File: src/rtl/rgb_fade_ctrl.sv
// ---------------------------------------------------------------------------
// rgb_fade_ctrl
// Supplies the three 8-bit duty values for the R/G/B PWM drivers. A target
// colour is taken over a valid/ready handshake and is either applied at once
// (jump) or approached linearly, at most STEP per channel per fade tick.
//
// Parameters
//   TICK_DIV : clock cycles per fade tick (>= 1)
//   STEP     : largest duty change per channel per tick (1..255)
//
// Ports
//   clk                  system clock, rising edge
//   rst_n                asynchronous active-low reset
//   tgt_valid/tgt_ready  target handshake; ready only while idle
//   tgt_r/g/b            target duties
//   fade_en              sampled at accept: 1 = ramp, 0 = jump
//   duty_r/g/b           registered duties to the PWM drivers
//   busy                 registered, high while ramping
//   done                 registered one-cycle pulse when the target is reached
// ---------------------------------------------------------------------------
module rgb_fade_ctrl #(
  parameter int TICK_DIV = 1000,
  parameter int STEP     = 1
) (
  input  logic       clk,
  input  logic       rst_n,
  input  logic       tgt_valid,
  output logic       tgt_ready,
  input  logic [7:0] tgt_r,
  input  logic [7:0] tgt_g,
  input  logic [7:0] tgt_b,
  input  logic       fade_en,
  output logic [7:0] duty_r,
  output logic [7:0] duty_g,
  output logic [7:0] duty_b,
  output logic       busy,
  output logic       done
);

  localparam int              CNT_W     = (TICK_DIV > 1) ? $clog2(TICK_DIV) : 1;
  localparam logic [CNT_W-1:0] TICK_LAST = CNT_W'(TICK_DIV - 1);
  localparam logic [7:0]       STEP_V    = 8'(STEP);

  typedef enum logic {
    IDLE = 1'b0,
    FADE = 1'b1
  } state_t;

  state_t           r_state, w_state_nxt;
  logic [CNT_W-1:0] r_cnt, w_cnt_nxt;
  logic [7:0]       r_tgt_r, r_tgt_g, r_tgt_b;
  logic [7:0]       w_tgt_r_nxt, w_tgt_g_nxt, w_tgt_b_nxt;
  logic [7:0]       r_duty_r, r_duty_g, r_duty_b;
  logic [7:0]       w_duty_r_nxt, w_duty_g_nxt, w_duty_b_nxt;
  logic             r_busy, w_busy_nxt;
  logic             r_done, w_done_nxt;

  logic             w_tick;
  logic [7:0]       w_step_r, w_step_g, w_step_b;

  // One bounded step of cur towards tgt. The difference is taken at 9 bits
  // signed so neither direction can wrap, and a remaining distance of at most
  // STEP lands exactly on the target instead of overshooting.
  function automatic logic [7:0] f_step(input logic [7:0] cur, input logic [7:0] tgt);
    logic signed [8:0] diff;
    logic [7:0]        mag;
    diff = $signed({1'b0, tgt}) - $signed({1'b0, cur});
    mag  = diff[8] ? 8'(-diff) : diff[7:0];
    if (diff == 9'sd0)
      f_step = cur;
    else if (mag <= STEP_V)
      f_step = tgt;
    else if (diff[8])
      f_step = cur - STEP_V;
    else
      f_step = cur + STEP_V;
  endfunction

  assign w_tick   = (r_cnt == TICK_LAST);
  assign w_step_r = f_step(r_duty_r, r_tgt_r);
  assign w_step_g = f_step(r_duty_g, r_tgt_g);
  assign w_step_b = f_step(r_duty_b, r_tgt_b);

  assign tgt_ready = (r_state == IDLE);
  assign duty_r    = r_duty_r;
  assign duty_g    = r_duty_g;
  assign duty_b    = r_duty_b;
  assign busy      = r_busy;
  assign done      = r_done;

  always_ff @(posedge clk or negedge rst_n) begin
    if (!rst_n) begin
      r_state  <= IDLE;
      r_cnt    <= '0;
      r_tgt_r  <= '0;
      r_tgt_g  <= '0;
      r_tgt_b  <= '0;
      r_duty_r <= '0;
      r_duty_g <= '0;
      r_duty_b <= '0;
      r_busy   <= 1'b0;
      r_done   <= 1'b0;
    end else begin
      r_state  <= w_state_nxt;
      r_cnt    <= w_cnt_nxt;
      r_tgt_r  <= w_tgt_r_nxt;
      r_tgt_g  <= w_tgt_g_nxt;
      r_tgt_b  <= w_tgt_b_nxt;
      r_duty_r <= w_duty_r_nxt;
      r_duty_g <= w_duty_g_nxt;
      r_duty_b <= w_duty_b_nxt;
      r_busy   <= w_busy_nxt;
      r_done   <= w_done_nxt;
    end
  end

  always_comb begin
    w_state_nxt  = r_state;
    w_cnt_nxt    = r_cnt;
    w_tgt_r_nxt  = r_tgt_r;
    w_tgt_g_nxt  = r_tgt_g;
    w_tgt_b_nxt  = r_tgt_b;
    w_duty_r_nxt = r_duty_r;
    w_duty_g_nxt = r_duty_g;
    w_duty_b_nxt = r_duty_b;
    w_busy_nxt   = r_busy;
    w_done_nxt   = 1'b0;

    case (r_state)
      IDLE: begin
        if (tgt_valid) begin
          w_tgt_r_nxt = tgt_r;
          w_tgt_g_nxt = tgt_g;
          w_tgt_b_nxt = tgt_b;
          if (!fade_en) begin
            w_duty_r_nxt = tgt_r;
            w_duty_g_nxt = tgt_g;
            w_duty_b_nxt = tgt_b;
            w_done_nxt   = 1'b1;
          end else if ({tgt_r, tgt_g, tgt_b} == {r_duty_r, r_duty_g, r_duty_b}) begin
            // Nothing to ramp: acknowledge without entering FADE.
            w_done_nxt = 1'b1;
          end else begin
            w_state_nxt = FADE;
            w_busy_nxt  = 1'b1;
            w_cnt_nxt   = '0;
          end
        end
      end

      FADE: begin
        if (w_tick) begin
          w_cnt_nxt    = '0;
          w_duty_r_nxt = w_step_r;
          w_duty_g_nxt = w_step_g;
          w_duty_b_nxt = w_step_b;
          // Finish on the same edge that lands the last channel on target.
          if ({w_step_r, w_step_g, w_step_b} == {r_tgt_r, r_tgt_g, r_tgt_b}) begin
            w_state_nxt = IDLE;
            w_busy_nxt  = 1'b0;
            w_done_nxt  = 1'b1;
          end
        end else begin
          w_cnt_nxt = r_cnt + 1'b1;
        end
      end

      default: begin
        w_state_nxt = IDLE;
        w_busy_nxt  = 1'b0;
      end
    endcase
  end

endmodule
File: config.mk
export PLATFORM = sky130hd
export DESIGN_NAME = rgb_fade_ctrl
export DESIGN_NICKNAME = d
export VERILOG_FILES = /design/src/rtl/rgb_fade_ctrl.sv
export SDC_FILE = /design/constraint.sdc
export NUM_CORES = 1
export LEC_CHECK = 0
export ABC_AREA = 1
export BUFFER_PORTS_ARGS = -buffer_cell sky130_fd_sc_hd__buf_2
export CORE_ASPECT_RATIO = 1.5
export CORE_MARGIN = 5
export CORE_UTILIZATION = 56
export DETAILED_ROUTE_END_ITERATION = 16
export GPL_TIMING_DRIVEN = 0
export PLACE_DENSITY_LB_ADDON = 0.08
export SETUP_SLACK_MARGIN = 0.1
export SLEW_MARGIN = 25
export SYNTH_ARGS = -nofsm -noshare
export SYNTH_HDL_FRONTEND = slang
export SYNTH_SLANG_ARGS = --single-unit
File: constraint.sdc
create_clock -name clk -period 3.4 [get_ports clk]
set_clock_uncertainty 0.2 [all_clocks]
set_input_delay 0.68 -clock clk [delete_from_list [all_inputs] [get_ports clk]]
set_output_delay 0.68 -clock clk [all_outputs]
set_load 0.03 [all_outputs]
==> flow_summary.json <==
{
  "status": "finished, violations left",
  "violations": "negative setup slack",
  "ys_seq_area_share_pct": 22.46,
  "ys_types": 44,
  "reg2reg_depth": 27,
  "regArea_sq_um": 1553,
  "multi_input_area_sq_um": 5283,
  "synth_top_flop_cell": "dfrtp_1",
  "final_layout_size_suffix_gt1_share_pct": 28.61,
  "cts_max_level": 3,
  "fillers": 971,
  "clock.fmax_mhz": 260.2,
  "drc": 0,
  "power_density_nw_per_um2": 350.2,
  "antenna_found_initial": 0,
  "clock_path_buffers": 2,
  "fin_util_pct": 74.34,
  "synth_top_area_share_pct": 22.46,
  "syn_to_final_growth_pct": 30.79,
  "crit_required_ps": 3420,
  "vias": 7792,
  "critPathKind": "flop to flop",
  "drtAntennaViolNets": 0,
  "clock-sinks": 61,
  "reg2reg_from": "r_tgt_r[0]$_DFFE_PN0P_",
  "vias_per_cell": 5.671,
  "regToRegSetupSlack_ps": -440,
  "cpMostUsedCell": "nand2_1",
  "synth_top_area_cell": "dfrtp_1",
  "rsz0062_at_grt": "yes",
  "total_power_mw": 3.113,
  "layout_setup_ws_ps": -443.8,
  "yosysMostFrequentCell": "nand2_1",
  "boundaryPins": 55,
  "critPathMaxStageDelay_ps": 400,
  "firstDrtPassIters": 7,
  "gr-total-overflow": 0,
  "cap_viol_max_count": 0,
  "cts_root_buffer": "clkbuf_16",
  "start_kind": "flop",
  "synth-edff-count": 0,
  "first_iter_violations": 634,
  "grt_max_degree": 48,
  "worst_slew_margin_rel_pct": 53.50,
  "drv_slew": 0,
  "dieWidth_um": 99.94,
  "clock_latency_ps": 330,
  "cts_buffers": 9,
  "nNetsFinal": 1295,
  "synth.top_cells.by_count": "nand2_1, inv_1, nand3_1",
  "start_util_pct": 56.84,
  "r2r-end": "busy$_DFFE_PN0P_",
  "yosys-top-cells-area": "dfrtp_1, nand2_1, nand3_1, inv_1, ha_1",
  "vdd_drop_max_mv": 0.3228,
  "hp-class": "input port to asynchronous set/reset pin",
  "timing.final.crit_share_pct": 113.1,
  "syn_area_sq_um": 6795,
  "rows": 49,
  "cp-end-kind": "flop",
  "cts_tree": "yes",
  "routabilityCongestion": 0.8933,
  "grtUsageTotal_pct": 29.02,
  "asyncSetResetFlopFracSynth_pct": 100.0,
  "hold_viol": 0,
  "critical_path.max_fanout": 5,
  "clk_pin_slew_ps": 60,
  "core_area_sq_um": 11960,
  "syn_avg_cell_area_sq_um": 6.228,
  "fp.dieH_um": 144.9,
  "p_leak_nw": 4.440,
  "synth_warnings": 0,
  "fin_crit_ps": 3844,
  "grt_pass1_vias": 7193,
  "setup_viol": 6,
  "syn_nets": 1171,
  "die_area_sq_um": 14480,
  "grt_pass1_wl_um": 34000,
  "worst_pin_slew_ps": 697.6,
  "slowest_stage": "dfrtp_1",
  "synth_cells": 1091,
  "io_buffers": 54,
  "ys_ff_latch": 61,
  "wl_per_cell_um": 16.40,
  "dpl.hpwl_um": 15950,
  "drt-total-wl_um": 22530,
  "cts.hold.buffers_added": 0,
  "arrival_ps": 3870
}
per-layer routing:
| layer | GRT usage (%) | vias up | routed length, um |
|---|---|---|---|
| met2 | 51.57 | 274 | 11640 |
| met1 | 32.73 | 3595 | 8634 |
| met4 | 16.40 | 0 | 1333 |
| met3 | 3.554 | 89 | 927 |
| li1 | - | 3834 | - |
| met5 | 0 | - | 0 |
logic make-up (layout without fill, tap and decap cells):
logic type | count (synthesis) | after routing | synth area share (%)
AND/OR/NAND/NOR | 591 | 591 | 38.81
buffers and inverters | 192 | 321 | 11.10
AO/OA/AOI/OAI | 167 | 167 | 13.77
flip-flops | 61 | 61 | 22.46
adder cells (fa/ha/maj) | 52 | 52 | 10.24
XOR/XNOR | 28 | 28 | 3.609
other | 0 | 1 | 0
power by group:
group          leakage (nW)  switching (mW)  internal, mW
Combinational          3.59           0.855         0.587
Sequential            0.712          0.0393         0.754
Clock                 0.135           0.342         0.535
Total                  4.44            1.24          1.88
layout by cell type, fill, tap and decap left out, types with 7 or more instances in the layout:
cell	netlist	routed
nand3_1	124	100
dfrtp_1	61	40
o22ai_1	16	14
nand4_1	31	31
nand2_2	11	28
buf_4	3	51
ha_4	0	22
buf_2	4	55
inv_1	162	141
nand3b_1	11	11
nor2_2	6	15
ha_1	46	20
dfrtp_2	0	21
nand2_1	316	292
o21ai_0	72	49
a21oi_1	49	31
nand3_2	3	25
clkbuf_1	15	16
or2_2	11	11
o21ai_1	3	22
inv_2	2	20
a21oi_2	5	21
nand2_4	1	7
xor2_1	24	23
clkbuf_16	0	9
nor2_1	63	50
buf_6	2	13
worst max path at each step:
stage | startpoint | endpoint | slack [ps]
2_1_floorplan | duty_r[0]$_DFFE_PN0P_ | busy$_DFFE_PN0P_ | -90
6_report | r_tgt_r[0]$_DFFE_PN0P_ | busy$_DFFE_PN0P_ | -440
4_1_cts | r_tgt_b[0]$_DFFE_PN0P_ | busy$_DFFE_PN0P_ | -370
3_5_place_dp | r_tgt_b[0]$_DFFE_PN0P_ | busy$_DFFE_PN0P_ | -670
5_1_grt | r_tgt_g[0]$_DFFE_PN0P_ | busy$_DFFE_PN0P_ | -640
3_3_place_gp | r_tgt_b[0]$_DFFE_PN0P_ | busy$_DFFE_PN0P_ | -640
stage by stage:
step	cells	hold slack (ps)	area, sq um	setup WS [ps]	TNS, ps
detailed placement	1299	274.1	7431	-669.1	-3087
global placement	1298	259.5	7401	-644.8	-2613
finish	1374	17.16	8887	-443.8	-1578
global route	1373	17.88	8885	-640.4	-3028
CTS	1348	18.92	8162	-367.5	-1017
floorplan	1091	184.4	6939	-91.35	-127.4
worst max-delay path, delay by kind of cell, from the launching register on:
family	cells	cell delay (ps)
simple gates	15	1200
fa+ha+maj	3	750
compound gates	4	610
flops	1	400
buf+inv	4	370
xor+xnor	1	170
flip-flops by register name (all words and copies together), names as in the netlist:
name / count
duty_g: 8
duty_b: 8
r_tgt_g: 8
r_cnt: 10
done: 1
busy: 1
r_tgt_r: 8
r_tgt_b: 8
duty_r: 8
r_state: 1
area by class of cell:
class	count	share of cell area [%]
timing repair buffer	112	8.644
clock inverter	4	0.3660
sequential	61	17.47
multi-input combinational	838	59.44
timing repair inverter	1	0.07039
inverter	167	7.307
tap	153	2.154
clock buffer	12	2.886
antenna	1	0.02816
buffer	25	1.633
what timing repair did:
item,in CTS,in global routing
endpoints found under the setup margin,20,27
buffers inserted,32,23
cloned,1,2
pin swaps,20,49
resized for setup,56,142
No activity file was read; power rests on OpenSTA's default activity.
